==> config.mk <==
export PLATFORM = sky130hd
export DESIGN_NAME = cam_px_addr_counter
export DESIGN_NICKNAME = d
export VERILOG_FILES = /design/src/rtl/cam_pkg.sv /design/src/rtl/edge_det.sv /design/src/rtl/cam_px_addr_counter.sv
export SDC_FILE = /design/constraint.sdc
export NUM_CORES = 1
export LEC_CHECK = 0
export CAP_MARGIN = 15
export CELL_PAD_IN_SITES_DETAIL_PLACEMENT = 1
export CELL_PAD_IN_SITES_GLOBAL_PLACEMENT = 2
export CORE_MARGIN = 2
export CORE_UTILIZATION = 33
export DETAILED_ROUTE_END_ITERATION = 10
export PLACE_DENSITY = 0.82
export RECOVER_POWER = 50
export SYNTH_ARGS = -nofsm -noshare
export SYNTH_HDL_FRONTEND = slang
export SYNTH_SLANG_ARGS = --single-unit
==> constraint.sdc <==
create_clock -name pclk -period 2.1 [get_ports pclk]
set_clock_uncertainty 0.2 [all_clocks]
set_input_delay 0.42 -clock pclk [delete_from_list [all_inputs] [get_ports pclk]]
set_output_delay 0.42 -clock pclk [all_outputs]
set_load 0.02 [all_outputs]
==> src/rtl/cam_pkg.sv <==
`default_nettype none
// ------------------------------------------------------------------
// cam_pkg : capture FSM encoding, default resolution, address sizing
// Rev 1.0
// ------------------------------------------------------------------
package cam_pkg;

  typedef enum logic [1:0] {
    ST_WAIT_VS    = 2'd0,
    ST_WAIT_START = 2'd1,
    ST_ACTIVE     = 2'd2
  } cam_state_t;

  localparam int QQVGA_W = 160;
  localparam int QQVGA_H = 120;

  function automatic int addr_width(input int w, input int h);
    return (w * h > 1) ? $clog2(w * h) : 1;
  endfunction

endpackage
`default_nettype wire

==> src/rtl/edge_det.sv <==
`default_nettype none
// ------------------------------------------------------------------
// edge_det : registered copy of a level plus rise/fall strobes
// Rev 1.0
// ------------------------------------------------------------------
module edge_det (
  input  logic clk,
  input  logic rst_n,
  input  logic d,
  output logic rise,
  output logic fall
);

  logic r_d;

  always_ff @(posedge clk) begin
    if (!rst_n) r_d <= 1'b0;
    else        r_d <= d;
  end

  assign rise = ~r_d & d;
  assign fall = r_d & ~d;

endmodule
`default_nettype wire

==> src/rtl/cam_px_addr_counter.sv <==
`default_nettype none
// ------------------------------------------------------------------
// cam_px_addr_counter : camera byte pairing, pixel/line counters and
// framebuffer write address/strobe generation. Rev 1.0
// ------------------------------------------------------------------
module cam_px_addr_counter
  import cam_pkg::*;
#(
  parameter int H_PIXELS     = QQVGA_W,
  parameter int V_LINES      = QQVGA_H,
  parameter int BYTES_PER_PX = 2,
  parameter int ADDR_W       = addr_width(QQVGA_W, QQVGA_H)
) (
  input  logic                        pclk,
  input  logic                        in_reset,
  input  logic                        enable,
  input  logic                        vsync,
  input  logic                        href,
  output logic [$clog2(H_PIXELS)-1:0] px_cnt,
  output logic [$clog2(V_LINES)-1:0]  ln_cnt,
  output logic [ADDR_W-1:0]           addr,
  output logic                        px_we,
  output logic                        line_done,
  output logic                        frame_done,
  output logic                        ovf
);

  // Internal counters carry one extra value (H_PIXELS / V_LINES) as the saturation mark
  localparam int c_px_w = $clog2(H_PIXELS + 1);
  localparam int c_ln_w = $clog2(V_LINES + 1);
  localparam int c_bp_w = (BYTES_PER_PX > 1) ? $clog2(BYTES_PER_PX) : 1;

  cam_state_t          r_state;
  cam_state_t          w_state_next;
  logic [c_px_w-1:0]   r_px_cnt;
  logic [c_ln_w-1:0]   r_ln_cnt;
  logic [c_bp_w-1:0]   r_phase;
  logic [ADDR_W-1:0]   r_addr;
  logic [ADDR_W-1:0]   r_wr_addr;
  logic [ADDR_W-1:0]   r_base;
  logic [ADDR_W-1:0]   w_next_base;
  logic                r_px_we;
  logic                r_line_done;
  logic                r_frame_done;
  logic                r_ovf;

  logic w_vs_rise, w_vs_fall, w_hr_fall, w_hr_rise_unused;
  logic w_last_byte, w_room;
  logic w_start, w_byte, w_store, w_drop, w_line_end, w_frame_end;

  edge_det u_vs_edge (
    .clk   (pclk),
    .rst_n (in_reset),
    .d     (vsync),
    .rise  (w_vs_rise),
    .fall  (w_vs_fall)
  );

  edge_det u_hr_edge (
    .clk   (pclk),
    .rst_n (in_reset),
    .d     (href),
    .rise  (w_hr_rise_unused),
    .fall  (w_hr_fall)
  );

  assign w_last_byte = (r_phase == c_bp_w'(BYTES_PER_PX - 1));
  assign w_room      = (r_px_cnt < c_px_w'(H_PIXELS)) && (r_ln_cnt < c_ln_w'(V_LINES));
  assign w_next_base = r_base + ADDR_W'(H_PIXELS);

  always_ff @(posedge pclk) begin
    if (!in_reset) r_state <= ST_WAIT_VS;
    else           r_state <= w_state_next;
  end

  always_comb begin
    w_state_next = r_state;
    w_start      = 1'b0;
    w_byte       = 1'b0;
    w_store      = 1'b0;
    w_drop       = 1'b0;
    w_line_end   = 1'b0;
    w_frame_end  = 1'b0;
    case (r_state)
      ST_WAIT_VS: begin
        if (vsync) w_state_next = ST_WAIT_START;
      end
      ST_WAIT_START: begin
        if (w_vs_fall && enable) begin
          w_state_next = ST_ACTIVE;
          w_start      = 1'b1;
        end
      end
      ST_ACTIVE: begin
        w_frame_end = w_vs_rise;
        w_line_end  = w_hr_fall;
        if (w_vs_rise) begin
          w_state_next = ST_WAIT_START;
        end else if (!w_hr_fall && href) begin
          w_byte = 1'b1;
          if (w_last_byte) begin
            w_store = w_room;
            w_drop  = ~w_room;
          end
        end
      end
      default: w_state_next = ST_WAIT_VS;
    endcase
  end

  always_ff @(posedge pclk) begin
    if (!in_reset) begin
      r_px_cnt     <= '0;
      r_ln_cnt     <= '0;
      r_phase      <= '0;
      r_addr       <= '0;
      r_wr_addr    <= '0;
      r_base       <= '0;
      r_px_we      <= 1'b0;
      r_line_done  <= 1'b0;
      r_frame_done <= 1'b0;
      r_ovf        <= 1'b0;
    end else begin
      r_px_we      <= w_store;
      r_line_done  <= w_line_end;
      r_frame_done <= w_frame_end;
      if (w_start || w_frame_end) begin
        r_px_cnt  <= '0;
        r_ln_cnt  <= '0;
        r_phase   <= '0;
        r_addr    <= '0;
        r_wr_addr <= '0;
        r_base    <= '0;
        if (w_start) r_ovf <= 1'b0;
        else if (w_line_end && r_phase != '0) r_ovf <= 1'b1;
      end else if (w_line_end) begin
        r_px_cnt <= '0;
        r_phase  <= '0;
        // Each line restarts at its own base so short lines never shift the next one
        if (r_ln_cnt < c_ln_w'(V_LINES)) begin
          r_ln_cnt  <= r_ln_cnt + c_ln_w'(1);
          r_base    <= w_next_base;
          r_wr_addr <= w_next_base;
          r_addr    <= w_next_base;
        end
        if (r_phase != '0) r_ovf <= 1'b1;
      end else if (w_byte) begin
        r_phase <= w_last_byte ? '0 : r_phase + c_bp_w'(1);
        if (w_store) begin
          r_addr    <= r_wr_addr;
          r_wr_addr <= r_wr_addr + ADDR_W'(1);
          r_px_cnt  <= r_px_cnt + c_px_w'(1);
        end
        if (w_drop) r_ovf <= 1'b1;
      end
    end
  end

  assign px_cnt     = r_px_cnt[$clog2(H_PIXELS)-1:0];
  assign ln_cnt     = r_ln_cnt[$clog2(V_LINES)-1:0];
  assign addr       = r_addr;
  assign px_we      = r_px_we;
  assign line_done  = r_line_done;
  assign frame_done = r_frame_done;
  assign ovf        = r_ovf;

endmodule
`default_nettype wire

# Word level (Yosys, flattened, before mapping)

Index checks and enable logic that the tools add are counted.

Reduce and logical (&&, ||, !) cells: 18
Bitwise operators: 8
Eq/ne operators: 8
Multiplexer cells: 34
Add/subtract/negate cells: 5
$lt $le $gt $ge: 2

Operator list:

| kind                                              | number |
|---|---|
| 2-to-1 mux 15 bit                                 | 7 |
| 2-to-1 mux 1 bit                                  | 23 |
| adder 15 x 1 -> 15 bit, second input constant     | 1 |
| adder 15 x 8 -> 15 bit, second input constant     | 1 |
| adder 8 x 1 -> 8 bit, second input constant       | 1 |
| less-than comparator 8 bit, second input constant | 1 |
| adder 7 x 1 -> 7 bit, second input constant       | 1 |
| less-than comparator 7 bit, second input constant | 1 |
| 2-to-1 mux 2 bit                                  | 3 |
| != test 2 bit, second input constant              | 3 |
| != test 3 x 2 -> 1 bit, second input constant     | 2 |
| one-hot mux 2 bit (3 select lines)                | 1 |
| AND reduction 3 bit                               | 2 |
| nonzero test 3 bit                                | 2 |
| NOT 1 bit                                         | 5 |
| logical AND 1 bit                                 | 4 |
| AND reduction 2 bit                               | 2 |
| AND reduction 4 bit                               | 1 |
| nonzero test 2 bit                                | 2 |
| bitwise AND 1 bit                                 | 3 |
| OR reduction 3 bit                                | 1 |
| == test 2 x 1 -> 1 bit, second input constant     | 1 |
| == test 2 bit, second input constant              | 1 |
| zero test 2 bit                                   | 1 |
| 5 further kinds                                   | 5 |

Input bits: 5
Output and inout port bits: 34
Bits in registers: 69

# Depth between registers and ports, before layout

Gate-level depths: netlist of run 1.

Depth after elaboration: 11
Mapped depth: 7

# Modules after synthesis

A second synthesis of run 1 with hierarchy kept.

Cell total of the unflattened synthesis: 371
Area total of the unflattened synthesis: 3,170.5 sq um

Modules (own cells, without submodules):

| module              | times used | sequential area each (sq um) | cells an instance | area each (sq um) |
|---|---|---|---|---|
| cam_px_addr_counter | 1          | 1,241.2                      | 363               | 3,093.0 |
| edge_det            | 2          | 20.0                         | 4                 | 38.8 |

# Worst setup path before layout of run 1

Ideal clock, no wire load.

Path type: reg-to-reg
Start point: register r_base[5]
End point: register r_addr[13], in the netlist addr[13]
Cell stages (with the launch flop): 7
Setup slack: 0.278 ns
Arrival time: 1.553 ns
Path through: dfxtp_1 -> ha_1 -> o2111ai_1 -> nor2_1 -> xnor2_1 -> a211o_1 -> a21oi_1

Word-level cells in the longest chain between the ends: 3

Ends and longest elaborated chain:

| item                     | line                       | source |
|---|---|---|
| start: declaration       | cam_px_addr_counter.sv:40  | `logic [ADDR_W-1:0] r_base;` |
| start signal: assignment | cam_px_addr_counter.sv:142 | `r_base <= w_next_base;` |
| adder 15 x 8 -> 15 bit   | cam_px_addr_counter.sv:69  | `assign w_next_base = r_base + ADDR_W'(H_PIXELS);` |
| 2-to-1 mux 15 bit        | cam_px_addr_counter.sv:140 | `if (r_ln_cnt < c_ln_w'(V_LINES)) begin` |
| 2-to-1 mux 15 bit        | cam_px_addr_counter.sv:136 | `end else if (w_line_end) begin` |
| end signal: assignment   | cam_px_addr_counter.sv:144 | `r_addr <= w_next_base;` |
| end signal: assignment   | cam_px_addr_counter.sv:150 | `r_addr <= r_wr_addr;` |
| end: declaration         | cam_px_addr_counter.sv:38  | `logic [ADDR_W-1:0] r_addr;` |

No other way between the ends. The select of a mux whose other input is x is not followed.
A chain may end at the register's enable or synchronous reset.

# Worst setup path in the final report of run 1

Start point: register r_px_cnt[2], in the netlist px_cnt[2]
End point: output px_cnt[2]

RTL lines:

| item                     | line                       | source |
|---|---|---|
| start: declaration       | cam_px_addr_counter.sv:35  | `logic [c_px_w-1:0] r_px_cnt;` |
| start signal: assignment | cam_px_addr_counter.sv:152 | `r_px_cnt <= r_px_cnt + c_px_w'(1);` |
| end: declaration         | cam_px_addr_counter.sv:19  | `output logic [$clog2(H_PIXELS)-1:0] px_cnt,` |

No word-level cell between the ends.

==> flow_metrics.env, run 1 <==
export IMPL_outcome="finished clean"
export IMPL_die_w_um=99.9
export IMPL_initial_core_util=0.345
export IMPL_hp_class="reg2reg"
export IMPL_cp_arrival_ps=1410
export IMPL_routed_via_density=5.21
export IMPL_clk_pin_slew_ps=70
export IMPL_port_buffers=38
export IMPL_ant_nets=0
export IMPL_setup_violations=0
export IMPL_ioPinCount=39
export IMPL_yosys_most_used_dff="dfxtp_1"
export IMPL_n_antenna_cell=0
export IMPL_p_per_area_mw_per_mm2=617
export IMPL_syn_area_mm2=0.00304
export IMPL_clockPowerShare=0.480
export IMPL_postSynthRegisterBits=64
export IMPL_clk_latency_ps=350
export IMPL_period_share=0.968
export IMPL_fmax_ghz=0.492
export IMPL_maxSlewViolCount=0
export IMPL_cts_setup_buffers=0
export IMPL_drtIter0Drc=85
export IMPL_crit_buf_inv=1
export IMPL_clockBufferDepth=2
export IMPL_static_leakage_power_nw=1.50
export IMPL_wirelength_um=8690
export IMPL_p_sw_mw=0.520
export IMPL_critPathLaunchType="register"
export IMPL_antenna_found_initial=0
export IMPL_core_mm2=0.00881
export IMPL_cts_sinks=64
export IMPL_cts_buffers=9
export IMPL_path_class="reg2out"
export IMPL_tightestPinTransition_ps=460
export IMPL_slew_headroom=0.693
export IMPL_maxCapViolations=0
export IMPL_synth_edff_count=0
export IMPL_cp_max_fo=5
export IMPL_seq_area_frac_synth=0.422
export IMPL_placed_area_mm2=0.00386
export IMPL_die_area_mm2=0.00998
export IMPL_ys_types=57
export IMPL_cp_cell_sequence="clkdlybuf4s50_1"
export IMPL_comb_power_share=0.032
export IMPL_rsz0062_at_grt="no"
export IMPL_finalNonFillerCells=555
export IMPL_dp_cells=540
export IMPL_first_global_vias=2951
export IMPL_drt_pass1_iter_count=4
export IMPL_gp_congestion=0.789
export IMPL_avgSynthCellArea_um2=8.36
export IMPL_syn_inst=363
export IMPL_vias=2891
export IMPL_clockRootBuffer="clkbuf_8"
export IMPL_syn_num_nets=372
export IMPL_grt_start_max_net_pins=25
export IMPL_fp_dieH_um=99.9
export IMPL_areaGrowthSynthToFinish_pct=33.4
export IMPL_grt_pass1_wl_um=14700
export IMPL_critPathMaxStageDelay_ps=640
export IMPL_p_sw_frac=0.208
export IMPL_h_tree_depth=3
export IMPL_final_nets=452
export IMPL_crit_family="buffers and inverters"
export IMPL_design_area_mm2=0.00405
export IMPL_fin_crit_ps=2030
export IMPL_drt_wirelength_per_cell_um=15.7
export IMPL_final_hold_viol_count=0
export IMPL_cp_required_ps=1480
export IMPL_grt_util_all_layers=0.185
export IMPL_ir_drop_v=0.000266
export IMPL_ys_warn_count=0
export IMPL_overflow=0
export IMPL_route_detailed_drc=0
export IMPL_worstSetupEndpointType="output port"
export IMPL_p_int_mw=1.98
export IMPL_drive_gt1_frac=0.168
export IMPL_seqPwrFrac=0.489
export IMPL_slowest_stage="clkdlybuf4s50_1"
export IMPL_tritoncts="yes"
export IMPL_async_reset_ff_frac=0
export IMPL_dp_hpwl_um=6440
export IMPL_rows=34
[sequential cells by signal, summed over array words and instances (netlist names), 2 cells and up]
| signal | flops |
|---|---|
| r_base | 10 |
| addr | 15 |
| r_wr_addr | 15 |
| r_state | 2 |
| px_cnt | 8 |
| ln_cnt | 7 |
[cell usage in the layout (no fill, tap or decap), drive strengths merged, types with 13 or more instances in the layout]
cell	count
a21oi	25
xnor2	23
buf	42
clkbuf	18
o21ai	20
nand3	22
nand2	48
clkdlybuf4s50	19
nor2	53
dlygate4sd3	17
dfxtp	64
nor3	13
[power groups by stage]
stage / Clock (mW) / Combinational [mW] / Sequential, mW
6_report: 1.20 / 0.0790 / 1.22
3_5_place_dp: 0 / 0.0821 / 1.25
4_1_cts: 1.23 / 0.0822 / 1.22
5_1_grt: 1.29 / 0.0864 / 1.22
2_1_floorplan: 0 / 0.0342 / 1.25
3_3_place_gp: 0 / 0.0807 / 1.25
[logic make-up (layout without fill, tap and decap cells)]
kind of cell | Yosys count | count (layout) | share of synthesized area
buffers and inverters | 17 | 101 | 0.0305
and+or+nand+nor | 173 | 173 | 0.285
adders and majority gates | 4 | 4 | 0.0165
AOI/OAI and AO/OA | 75 | 75 | 0.160
DFF | 64 | 64 | 0.422
xor gates and xnor gates | 30 | 30 | 0.0866
[routing by layer]
| metal | vias to the layer above | wire, µm | GRT usage |
|---|---|---|---|
| li1 | 1447 | - | - |
| met1 | 1389 | 4450 | 0.253 |
| met3 | 12 | 243 | 0.0404 |
| met2 | 43 | 3890 | 0.290 |
| met4 | 0 | 110 | 0.0601 |
| met5 | - | 0 | 0 |
[synthesized netlist by cell type (all sizes together), types with 4 or more instances]
library cell | number | area [µm²]
nor3 | 13 | 70.1
and4 | 5 | 43.8
nand2 | 48 | 190
and3 | 6 | 37.5
nand3 | 22 | 115
a21oi | 25 | 125
o211ai | 4 | 30.0
xor2 | 7 | 61.3
ha | 4 | 50.1
xnor2 | 23 | 201
nor2 | 53 | 209
and2 | 6 | 37.5
o21ai | 20 | 115
nor4 | 4 | 25.0
dfxtp | 64 | 1280
buf | 14 | 81.3
a31oi | 4 | 25.0
[through the flow]
step	total power [mW]	worst slack [ps]	hold WS [ps]	util	setup TNS [ps]
6_report	2.50	66.9	249	0.460	0
5_1_grt	2.60	7.96	285	0.460	0
4_1_cts	2.53	19.5	258	0.463	0
3_5_place_dp	1.33	-311	246	0.438	-10260
3_3_place_gp	1.33	-189	241	0.438	-7230
2_1_floorplan	1.28	278	249	-	0
[cell type report]
class                      count  area (µm²)
clock buffer                  12         155
clock inverter                 3        65.1
fill                        1067        4760
inverter                       2        7.51
multi-input combinational    282        1670
sequential                    64        1280
tap                          108         135
timing repair buffer          84         739
[path summary, 6_finish.rpt]
path,start,to,slack [ps],cells past startpoint
worst min-delay path,addr[9],addr[9],250,2
worst min register to register,addr[9],addr[9],250,2
worst max-delay path,px_cnt[2],px_cnt[2],70,1
worst max register to register,r_wr_addr[0],r_wr_addr[8],130,6
[repair_timing]
| item | CTS | global route |
|---|---|---|
| gates resized for setup | 0 | 4 |
| hold buffers | 0 | 0 |
| setup endpoints to repair | 0 | 6 |
[worst register-to-register path: stages (launching register included)]
cell and delay (ps):
dfxtp_1 400, ha_1 230, and4_1 290, nand3_2 150, or3_1 340, a21oi_1 170
o21a_1 140
Power figures use the tool's default switching activity.
==> run 2, diff against run 1 <==
--- a/config.mk
+++ b/config.mk
@@ -11,6 +11,7 @@
 export CORE_MARGIN = 2
 export CORE_UTILIZATION = 33
 export DETAILED_ROUTE_END_ITERATION = 10
+export GPL_TIMING_DRIVEN = 0
 export PLACE_DENSITY = 0.82
 export RECOVER_POWER = 50
 export SYNTH_ARGS = -nofsm -noshare
==> flow_metrics.env, run 2 (synthesis results as in run 1) <==
export IMPL_outcome="finished clean"
export IMPL_fmax_ghz=0.485
export IMPL_cp_max_fo=7
export IMPL_drt_pass1_iter_count=4
export IMPL_whs_ps=247
export IMPL_antenna_found_initial=0
export IMPL_finalSetupTns_ps=0
export IMPL_drtIter0Drc=120
export IMPL_setup_violations=0
export IMPL_clk_pin_slew_ps=70
export IMPL_initial_core_util=0.345
export IMPL_drive_gt1_frac=0.144
export IMPL_dp_cells=509
export IMPL_final_nets=430
export IMPL_tightestPinTransition_ps=478
export IMPL_maxSlewViolCount=0
export IMPL_cp_required_ps=1480
export IMPL_grt_pass1_wl_um=15100
export IMPL_areaGrowthSynthToFinish_pct=27.2
export IMPL_route_detailed_drc=0
export IMPL_final_common_cell="dfxtp_1"
export IMPL_fin_util=0.438
export IMPL_critPathMaxStageDelay_ps=660
export IMPL_port_buffers=38
export IMPL_period_share=0.981
export IMPL_slew_headroom=0.681
export IMPL_path_class="reg2out"
export IMPL_grt_util_all_layers=0.190
export IMPL_static_leakage_power_nw=1.37
export IMPL_ant_nets=0
export IMPL_final_hold_viol_count=0
export IMPL_gp_congestion=0.771
export IMPL_first_global_vias=2909
export IMPL_tritoncts="yes"
export IMPL_slowest_stage="clkdlybuf4s50_1"
export IMPL_cts_buffers=9
export IMPL_ioPinCount=39
export IMPL_die_area_mm2=0.00998
export IMPL_cp_cell_sequence="clkdlybuf4s50_1"
export IMPL_ir_drop_v=0.000272
export IMPL_clockRootBuffer="clkbuf_8"
export IMPL_critPathLaunchType="register"
export IMPL_die_w_um=99.9
export IMPL_fin_crit_ps=2060
export IMPL_n_antenna_cell=0
export IMPL_crit_family="buffers and inverters"
export IMPL_final_cell_mix="63 x dfxtp_1, 50 x nor2_1, 45 x nand2_1"
export IMPL_drt_wirelength_per_cell_um=16.7
export IMPL_grt_start_max_net_pins=11
export IMPL_cts_sinks=64
export IMPL_fp_dieH_um=99.9
export IMPL_wirelength_um=8920
export IMPL_h_tree_depth=3
export IMPL_dp_hpwl_um=6330
export IMPL_hp_class="in2reg"
export IMPL_finalPower_mw=2.26
export IMPL_vias=2869
export IMPL_overflow=0
export IMPL_worstSetupEndpointType="output port"
export IMPL_clk_latency_ps=350
export IMPL_p_per_area_mw_per_mm2=587
export IMPL_core_mm2=0.00881
export IMPL_routed_via_density=5.38
export IMPL_clockBufferDepth=2
export IMPL_cp_arrival_ps=1440
export IMPL_finalNonFillerCells=533
export IMPL_maxCapViolations=0
export IMPL_rows=34
export IMPL_crit_buf_inv=1
## run 2: path summary, 6_finish.rpt
kind | depth (start not counted) | from | endpoint | slack (ps)
min | 2 | vsync | u_vs_edge.r_d | 250
min reg2reg | 2 | addr[9] | addr[9] | 260
max reg2reg | 6 | px_cnt[5] | px_cnt[5] | 130
max | 1 | ln_cnt[3] | ln_cnt[3] | 40
## run 2: metrics by stage
step	worst slack [ps]	instance area (µm²)
2_1_floorplan	278	3040
6_report	40.1	3860
3_3_place_gp	-508	3550
5_1_grt	-9.64	3860
4_1_cts	28.2	3790
3_5_place_dp	-515	3550
## run 2: worst reg2reg max path: cells and delay by family, from the launching register on
family | cells | cell delay, ps
and+or+nand+nor | 3 | 610
DFF | 1 | 350
buffers and inverters | 1 | 200
AOI/OAI and AO/OA | 1 | 350
xor gates and xnor gates | 1 | 160
## run 2: what timing repair did
| action | in CTS | in global routing |
|---|---|---|
| endpoints found under the setup margin | 45 | 49 |
| setup buffers | 5 | 4 |
| pin swaps | 2 | 2 |
| resized for setup | 9 | 10 |
| hold buffers | 0 | 0 |
## run 2: report_power, final
group	internal [mW]	leakage, nW	switching (mW)
clock network	0.479	0.0947	0.498
logic	0.0242	0.761	0.0431
registers	1.22	0.517	0.00413
## run 2: per-layer routing
metal / vias to the layer above / part of all wire / wire, µm / track usage
met3: 6 / 0.038 / 343 / 0.0411
met1: 1403 / 0.49 / 4380 / 0.259
met5: - / 0 / 0 / 0
met2: 55 / 0.46 / 4130 / 0.309
li1: 1405 / - / - / -
met4: 0 / 0.0074 / 66 / 0.0443
## run 2: final cells by class
type / instances / area, µm²
clock inverters: 4 / 20.0
well taps: 108 / 135
plain buffers: 15 / 95.1
inverters: 2 / 7.51
flip-flops and latches: 64 / 1280
fillers: 1051 / 4940
multi-input cells: 282 / 1720
clock buffers: 11 / 151
repair buffers: 47 / 449
